==> src/rtl/pong_frame_sched.sv <==
// Per-frame pong scheduler: latches the newest UART paddle word and runs
// load/move/collide/commit once per vsync fall so render only sees frame-coherent state.
module pong_frame_sched #(
    parameter int COORDWID = 16,
    parameter int H_RES    = 640,
    parameter int V_RES    = 480,
    parameter int PADDLE_W = 8,
    parameter int PADDLE_H = 64,
    parameter int BALL_SZ  = 8,
    parameter int BALL_SPD = 2
) (
    input  logic                i_clk,
    input  logic                n_btn_rst,
    input  logic                n_vsync,
    input  logic                valid_data,
    input  logic [31:0]         uart_buf,
    output logic [31:0]         render_pos,
    output logic [COORDWID-1:0] ball_x,
    output logic [COORDWID-1:0] ball_y,
    output logic [7:0]          score,
    output logic                frame_done
);
    localparam int CW1 = COORDWID + 1;

    localparam logic [15:0]    PAD_MAX = 16'(V_RES - PADDLE_H);
    localparam logic [15:0]    PAD_RST = 16'((V_RES - PADDLE_H) / 2);
    localparam logic [CW1-1:0] CTR_X   = CW1'(H_RES / 2 - BALL_SZ / 2);
    localparam logic [CW1-1:0] CTR_Y   = CW1'(V_RES / 2 - BALL_SZ / 2);
    localparam logic [CW1-1:0] SPD     = CW1'(BALL_SPD);
    localparam logic [CW1-1:0] BSZ     = CW1'(BALL_SZ);
    localparam logic [CW1-1:0] PW      = CW1'(PADDLE_W);
    localparam logic [CW1-1:0] PH      = CW1'(PADDLE_H);
    localparam logic [CW1-1:0] VRES    = CW1'(V_RES);
    localparam logic [CW1-1:0] BY_MAX  = CW1'(V_RES - BALL_SZ);
    localparam logic [CW1-1:0] R_EDGE  = CW1'(H_RES - PADDLE_W);
    localparam logic [CW1-1:0] BX_RHIT = CW1'(H_RES - PADDLE_W - BALL_SZ);

    typedef enum logic [2:0] {
        S_IDLE,
        S_LOAD,
        S_MOVE,
        S_COLLIDE,
        S_COMMIT
    } state_t;

    state_t               state_q, state_d;
    logic                 vs_q, vs_d;
    logic [31:0]          pend_q, pend_d;
    logic                 pend_vld_q, pend_vld_d;
    logic [15:0]          p1_q, p1_d, p2_q, p2_d;
    logic [CW1-1:0]       bx_q, bx_d, by_q, by_d;
    logic                 dx_neg_q, dx_neg_d, dy_neg_q, dy_neg_d;
    logic [3:0]           s1_q, s1_d, s2_q, s2_d;
    logic [31:0]          rpos_q, rpos_d;
    logic [COORDWID-1:0]  bxo_q, bxo_d, byo_q, byo_d;
    logic [7:0]           score_q, score_d;
    logic                 fdone_q, fdone_d;

    logic [CW1-1:0]       p1_x, p2_x, by_v;
    logic                 dyn_v, at_left, at_right, hit_l, hit_r;

    function automatic logic [3:0] sat_inc(input logic [3:0] s);
        return (s == 4'hF) ? s : s + 4'd1;
    endfunction

    function automatic logic [15:0] clamp_pad(input logic [15:0] p);
        return (p > PAD_MAX) ? PAD_MAX : p;
    endfunction

    // Vertical bounce is resolved first; the paddle overlap test uses the resolved row.
    always_comb begin
        p1_x  = CW1'(p1_q);
        p2_x  = CW1'(p2_q);
        by_v  = by_q;
        dyn_v = dy_neg_q;
        if (by_q[CW1-1]) begin
            by_v  = '0;
            dyn_v = 1'b0;
        end else if (by_q + BSZ >= VRES) begin
            by_v  = BY_MAX;
            dyn_v = 1'b1;
        end
        at_left  = dx_neg_q && (bx_q[CW1-1] || bx_q <= PW);
        at_right = !dx_neg_q && (bx_q + BSZ >= R_EDGE);
        hit_l    = (by_v + BSZ > p1_x) && (by_v < p1_x + PH);
        hit_r    = (by_v + BSZ > p2_x) && (by_v < p2_x + PH);
    end

    always_comb begin
        state_d    = state_q;
        vs_d       = n_vsync;
        pend_d     = pend_q;
        pend_vld_d = pend_vld_q;
        p1_d       = p1_q;
        p2_d       = p2_q;
        bx_d       = bx_q;
        by_d       = by_q;
        dx_neg_d   = dx_neg_q;
        dy_neg_d   = dy_neg_q;
        s1_d       = s1_q;
        s2_d       = s2_q;
        rpos_d     = rpos_q;
        bxo_d      = bxo_q;
        byo_d      = byo_q;
        score_d    = score_q;
        fdone_d    = 1'b0;

        unique case (state_q)
            S_IDLE: begin
                if (vs_q && !n_vsync) state_d = S_LOAD;
            end
            S_LOAD: begin
                if (pend_vld_q) begin
                    p1_d = clamp_pad(pend_q[31:16]);
                    p2_d = clamp_pad(pend_q[15:0]);
                end
                pend_vld_d = 1'b0;
                state_d    = S_MOVE;
            end
            S_MOVE: begin
                bx_d    = dx_neg_q ? bx_q - SPD : bx_q + SPD;
                by_d    = dy_neg_q ? by_q - SPD : by_q + SPD;
                state_d = S_COLLIDE;
            end
            S_COLLIDE: begin
                by_d     = by_v;
                dy_neg_d = dyn_v;
                if (at_left) begin
                    dx_neg_d = 1'b0;
                    if (hit_l) begin
                        bx_d = PW;
                    end else begin
                        s2_d = sat_inc(s2_q);
                        bx_d = CTR_X;
                        by_d = CTR_Y;
                    end
                end else if (at_right) begin
                    dx_neg_d = 1'b1;
                    if (hit_r) begin
                        bx_d = BX_RHIT;
                    end else begin
                        s1_d = sat_inc(s1_q);
                        bx_d = CTR_X;
                        by_d = CTR_Y;
                    end
                end
                state_d = S_COMMIT;
            end
            S_COMMIT: begin
                rpos_d  = {p1_q, p2_q};
                bxo_d   = bx_q[COORDWID-1:0];
                byo_d   = by_q[COORDWID-1:0];
                score_d = {s1_q, s2_q};
                fdone_d = 1'b1;
                state_d = S_IDLE;
            end
            default: state_d = S_IDLE;
        endcase

        // A strobe landing in the LOAD cycle survives the clear and feeds the next frame.
        if (valid_data) begin
            pend_d     = uart_buf;
            pend_vld_d = 1'b1;
        end
    end

    always_ff @(posedge i_clk) begin
        if (!n_btn_rst) begin
            state_q    <= S_IDLE;
            vs_q       <= 1'b1;
            pend_q     <= '0;
            pend_vld_q <= 1'b0;
            p1_q       <= PAD_RST;
            p2_q       <= PAD_RST;
            bx_q       <= CTR_X;
            by_q       <= CTR_Y;
            dx_neg_q   <= 1'b0;
            dy_neg_q   <= 1'b0;
            s1_q       <= '0;
            s2_q       <= '0;
            rpos_q     <= {PAD_RST, PAD_RST};
            bxo_q      <= CTR_X[COORDWID-1:0];
            byo_q      <= CTR_Y[COORDWID-1:0];
            score_q    <= '0;
            fdone_q    <= 1'b0;
        end else begin
            state_q    <= state_d;
            vs_q       <= vs_d;
            pend_q     <= pend_d;
            pend_vld_q <= pend_vld_d;
            p1_q       <= p1_d;
            p2_q       <= p2_d;
            bx_q       <= bx_d;
            by_q       <= by_d;
            dx_neg_q   <= dx_neg_d;
            dy_neg_q   <= dy_neg_d;
            s1_q       <= s1_d;
            s2_q       <= s2_d;
            rpos_q     <= rpos_d;
            bxo_q      <= bxo_d;
            byo_q      <= byo_d;
            score_q    <= score_d;
            fdone_q    <= fdone_d;
        end
    end

    assign render_pos = rpos_q;
    assign ball_x     = bxo_q;
    assign ball_y     = byo_q;
    assign score      = score_q;
    assign frame_done = fdone_q;

endmodule
==> config.mk <==
export PLATFORM = sky130hd
export DESIGN_NAME = pong_frame_sched
export DESIGN_NICKNAME = d
export VERILOG_FILES = /design/src/rtl/pong_frame_sched.sv
export SDC_FILE = /design/constraint.sdc
export NUM_CORES = 1
export LEC_CHECK = 0
export CAP_MARGIN = 40
export CORE_UTILIZATION = 45
export CTS_CLUSTER_DIAMETER = 30
export DETAILED_ROUTE_END_ITERATION = 10
export PLACE_DENSITY_LB_ADDON = 0.2
export SETUP_SLACK_MARGIN = 0.4
export SLEW_MARGIN = 5
export SYNTH_ARGS = -nofsm -noshare
export SYNTH_HDL_FRONTEND = slang
export SYNTH_SLANG_ARGS = --single-unit
==> constraint.sdc <==
create_clock -name i_clk -period 9.85 [get_ports i_clk]
set_clock_uncertainty 0.2 [all_clocks]
set_input_delay 0.985 -clock i_clk [delete_from_list [all_inputs] [get_ports i_clk]]
set_output_delay 0.985 -clock i_clk [all_outputs]
set_load 0.01 [all_outputs]
==> results of run 1 <==
-- metrics by stage --
stage                     worst slack [ns]  total power, mW  std cells
after global placement                4.43             1.07       1580
after floorplan                       4.90            0.990       1248
after CTS                             4.22             1.77       1616
after global routing                  3.85             1.83       1616
after detailed placement              4.24             1.07       1584
final                                 4.20             1.75       1616
-- path summary, 6_finish.rpt --
check | slack (ns) | depth (start not counted) | endpoint
min reg2reg | 0.26 | 2 | render_pos[18]
max | 4.20 | 19 | s2_q[3]
max reg2reg | 4.20 | 19 | s2_q[3]
min | 0.26 | 2 | render_pos[18]
-- worst max-delay path, stage by stage (launching register included) --
cell,delay (ns)
dfxtp_1,0.56
ha_1,0.30
nand2_1,0.09
o41ai_2,0.60
nand3_1,0.51
nor2_1,0.27
nor2_1,0.14
ha_1,0.28
and3_1,0.19
nand3_1,0.09
xnor2_1,0.11
ha_1,0.29
and4_1,0.19
nand3_1,0.10
or4_1,0.52
o311ai_0,0.11
a21oi_1,0.12
or2_2,0.29
o31a_1,0.19
o311a_1,0.37
-- kinds of logic after synthesis --
family	share of synthesized area [%]
AO/OA/AOI/OAI	18.8
XOR/XNOR	3.40
adder cells (fa/ha/maj)	11.6
buffers and inverters	4.96
flip-flops	36.6
multiplexers	3.69
other	0.0373
AND/OR/NAND/NOR	20.9
-- cell type report --
cell class	instances	area, µm²
fillers	2106	9820
well taps	280	350
multi-input cells	935	5970
flip-flops and latches	184	3680
clock buffers	17	425
inverters	67	254
repair buffers	118	1210
clock inverters	15	174
-- report_power, final --
part           switching (mW)  internal [mW]  leakage (nW)
Combinational           0.156          0.114          3.05
Clock                   0.347          0.344         0.285
Sequential             0.0275          0.763          1.49
Total                   0.531           1.22          4.83
-- routing by layer --
layer | global-route usage, % | part of all wire [%] | vias up
li1 | - | - | 4556
met1 | 32.8 | 49 | 4182
met2 | 38.0 | 45 | 189
met3 | 4.31 | 4.2 | 35
met4 | 8.22 | 1.7 | 0
met5 | 0 | 0 | -
-- layout by cell type, fill, tap and decap left out, types with 33 or more instances in the layout --
| cell | synthesis | final |
|---|---|---|
| dfxtp_1 | 184 | 184 |
| nand2_1 | 180 | 179 |
| clkdlybuf4s50_1 | 0 | 105 |
| nor2_1 | 103 | 103 |
| a21oi_1 | 99 | 99 |
| ha_1 | 88 | 88 |
| inv_1 | 67 | 66 |
| nand3_1 | 56 | 56 |
| mux2i_1 | 36 | 36 |
| o21ai_0 | 34 | 34 |
| xnor2_1 | 33 | 33 |
-- state kept, by name, indices dropped and copies added, names as in the netlist --
name	flops
dx_neg_q	1
p2_q	16
ball_y	16
s2_q	4
frame_done	1
pend_vld_q	1
dy_neg_q	1
score	8
state_q	3
pend_q	32
ball_x	15
bx_q	16
render_pos	32
vs_q	1
by_q	17
s1_q	4
p1_q	16
==> impl_metrics.yaml, run 1 <==
route:
  vias_per_cell: 5.55
  wl_per_cell_um: 16.3
  ant_nets: 0
  route.detailed.drc: 0
  routed_wl_um: 26300
  dr.pass1.iters: 5
  num_vias: 8962
  drt_iter0_drc: 513
global_routing:
  grt_first_pass_wirelength_um: 43100
  antenna_found_initial: 0
  grt_use_total_pct: 24.0
  first_global_vias: 8432
  gr-total-overflow: 0
  grt_max_degree: 62
min_path:
  hold_class: "register to register"
  hp-start: "render_pos[18]"
synthesis:
  syn_area_um2: 10100
  ys_warn_count: 0
  synth_edf_count: 0
  yosysSeqAreaShare_pct: 36.6
  synth_seq_cells: 184
  synth_top_cells_by_count: "dfxtp_1 (184), nand2_1 (180), nor2_1 (103), a21oi_1 (99), ha_1 (88)"
  yosysUniqueCellTypes: 75
  synth_top_area_share_pct: 36.6
  yosys-top-cells-area: "dfxtp_1 (37%), ha_1 (11%), nand2_1 (6.7%)"
  avgSynthCellArea_um2: 8.22
  synth_most_common_cell: "dfxtp_1"
  synth_area_leader_cell: "dfxtp_1"
  ys.flop_type: "dfxtp_1"
  async_flop_share_pct: 0
  syn-instance-count: 1224
timing:
  slew_headroom_pct: 37.3
  fmax_mhz: 177
  setup_viol: 0
  fin_tns_setup_ns: 0
  slew_viol_final: 0
  tightest_slew_ns: 0.939
  finalHoldWorstSlack_ns: 0.255
  fin_crit_sh_pct: 57.3
  rsz0062_at_grt: "false"
  post-route-min-period_ns: 5.65
  hold_viol_final: 0
finish:
  final_util_pct: 55.1
  antenna_cells: 0
  design_area_um2: 12100
  area_growth_pct: 20.0
  nets: 1449
  drive_gt1_share_pct: 5.01
placed_design:
  dpl_cell_area_um2: 11500
  io_buffer_count: 107
  dp_hpwl_um: 19300
  gp_congestion: 0.924
critical_path:
  crit_fanout: 11
  path_class: "register to register"
  crit_required_ns: 9.98
  end_kind: "register"
  r2r-start: "by_q[3]"
  worstPathArrival_ns: 5.77
  critPathLaunch: "by_q[3]"
  crit_path_start_kind: "register"
floorplan:
  die_x_um: 152
  rows: 54
  io_pins: 109
  coreArea_um2: 21900
  die_height_um: 152
  die_area_um2: 23000
  start_util_pct: 46.0
clock_network:
  clk_pin_slew_worst_paths_ns: 0.08
  cts_hold_buf: 0
  cts-root-buf: "clkbuf_16"
  htreeDepth: 4
  cts_sinks: 184
  cts_tree: "yes"
  numCtsBuffers: 17
  clock_latency_ns: 0.44
  cts_resized: 0
  cts_setup_buffers: 0
  clock_path_buffers: 2
power:
  p_per_area_nw_per_um2: 145
  ir_drop_mv: 0.112
  p_leak_nw: 4.83
status:
  status: "finished clean"
flow_run:
  maxCapViolCount: 0
No activity file was read; power rests on OpenSTA's default activity.
==> run 2: changes to the inputs <==
- clock period: 9.85 -> 5.9 ns (I/O delays scaled with it)
==> impl_metrics.yaml, run 2 (synthesis gave the netlist of run 1 again) <==
critical_path:
  crit_chain: "or4_4, a211o_1, a311oi_4, nand3_2, nor2_1, nor2_1, ha_1, and3_1, nand3_1, xnor2_1, ha_1, and4_1, nand3_1, or4_1, o311ai_0, a21oi_1, or2_2, o31a_1, o311a_1"
  path_class: "register to register"
  crit_path_start_kind: "register"
  regToRegEndpoint: "s2_q[3]"
  crit_required_ns: 6.04
  critPathSlowestCell: "or4_4"
  worstPathArrival_ns: 5.31
  worst_path_largest_cell_delay_ns: 0.56
  end_kind: "register"
  rr_worst_depth: 19
  crit_fanout: 8
  r2r-start: "by_q[15]"
  r2r_setup_slack_ns: 0.73
timing:
  finalHoldWorstSlack_ns: 0.254
  post-route-min-period_ns: 5.17
  fmax_mhz: 193
  tightest_slew_ns: 0.905
  slew_viol_final: 0
  rsz0062_at_grt: "false"
  setup_viol: 0
  worst_slack_ns: 0.732
  slew_headroom_pct: 39.6
  hold_viol_final: 0
  fin_tns_setup_ns: 0
  fin_crit_sh_pct: 87.6
finish:
  stdcell_count: 1624
  drive_gt1_share_pct: 5.73
  seq_area_um2: 3680
  final_cell_mix: "dfxtp_1 (183), nand2_1 (179), clkdlybuf4s50_1 (105), nor2_1 (103), a21oi_1 (99)"
  final_common_cell: "dfxtp_1"
  n_fill_cell: 2155
  design_area_um2: 12100
  final_util_pct: 55.5
  area_growth_pct: 20.7
  nets: 1457
  multi_input_area_um2: 5990
  antenna_cells: 0
clock_network:
  clk_pin_slew_worst_paths_ns: 0.08
  cts_sinks: 184
  cts_tree: "yes"
  cts-root-buf: "clkbuf_16"
  clock_path_buffers: 2
  clock_latency_ns: 0.45
  cts_hold_buf: 0
  numCtsBuffers: 17
  htreeDepth: 4
floorplan:
  start_util_pct: 46.0
  die_height_um: 152
  die_x_um: 152
  die_area_um2: 23000
  coreArea_um2: 21900
  rows: 54
  io_pins: 109
status:
  status: "finished clean"
placed_design:
  dpl_cell_area_um2: 11500
  gp_congestion: 0.949
  placed_cells_incl_taps: 1590
  io_buffer_count: 107
  dp_hpwl_um: 19700
  pre_cts_ws_ns: 0.575
power:
  p_leak_nw: 4.88
  finalPower_mw: 2.97
  ir_drop_mv: 0.201
  p_per_area_nw_per_um2: 244
route:
  routed_wl_um: 26800
  dr.pass1.iters: 5
  route.detailed.drc: 0
  wl_per_cell_um: 16.5
  ant_nets: 0
  num_vias: 9090
  drt_iter0_drc: 524
  vias_per_cell: 5.60
global_routing:
  first_global_vias: 8497
  gr-total-overflow: 0
  grt_max_degree: 56
  grt_first_pass_wirelength_um: 43300
  antenna_found_initial: 0
  grt_use_total_pct: 24.1
min_path:
  whs_path_depth: 2
  worstHoldEndpoint: "score[1]"
  hold_class: "register to register"
  hp-start: "score[1]"
flow_run:
  maxCapViolCount: 0
==> run 2: cell count changes in the layout (fill, tap and decap cells not counted) <==
cell | before | now
clkinvlp_4 | 2 | 1
clkinv_8 | 4 | 5
dfxtp_2 | 0 | 1
buf_16 | 2 | 1
buf_4 | 7 | 16
nand3_1 | 56 | 55
o41ai_2 | 1 | 0
o41ai_4 | 0 | 1
bufinv_16 | 0 | 1
inv_12 | 1 | 0
dfxtp_1 | 184 | 183
nand3_2 | 0 | 1
==> run 2: power by group <==
| group | leakage [nW] | internal (mW) | switching (mW) |
|---|---|---|---|
| registers | 1.49 | 1.27 | 0.0454 |
| clock network | 0.299 | 0.614 | 0.576 |
| logic | 3.09 | 0.195 | 0.263 |
==> run 2: what timing repair did <==
item,4_1_cts,5_1_grt
gates resized for setup,0,3
setup endpoints to repair,0,14
buffers inserted,0,2
==> run 2: cell type report <==
class,instances,area share (%)
multi-input combinational,935,49.3
sequential,184,30.3
timing repair buffer,126,10.3
clock buffer,17,3.50
tap,280,2.88
inverter,67,2.09
clock inverter,15,1.62
==> run 2: metal layers <==
| metal | up-vias | global-route usage (%) | share of wire [%] |
|---|---|---|---|
| met5 | - | 0 | 0 |
| li1 | 4550 | - | - |
| met2 | 236 | 38.6 | 46 |
| met3 | 44 | 4.49 | 5.0 |
| met4 | 0 | 7.92 | 1.8 |
| met1 | 4260 | 32.6 | 47 |
==> run 2: worst max-delay path, delay by kind of cell, from the launching register on <==
kind                     cells  cell delay [ns]
AND/OR/NAND/NOR             10             2.41
AO/OA/AOI/OAI                6             1.46
adder cells (fa/ha/maj)      2             0.52
flip-flops                   1             0.37
XOR/XNOR                     1             0.10
==> run 2: how the worst max path moves through the flow <==
| stage | from | to |
|---|---|---|
| 6_report | by_q[15] | s2_q[3] |
| 4_1_cts | by_q[3] | s2_q[3] |
| 2_1_floorplan | by_q[15] | s2_q[3] |
| 5_1_grt | by_q[4] | s2_q[3] |
| 3_3_place_gp | by_q[15] | s2_q[3] |
| 3_5_place_dp | by_q[15] | s2_q[3] |
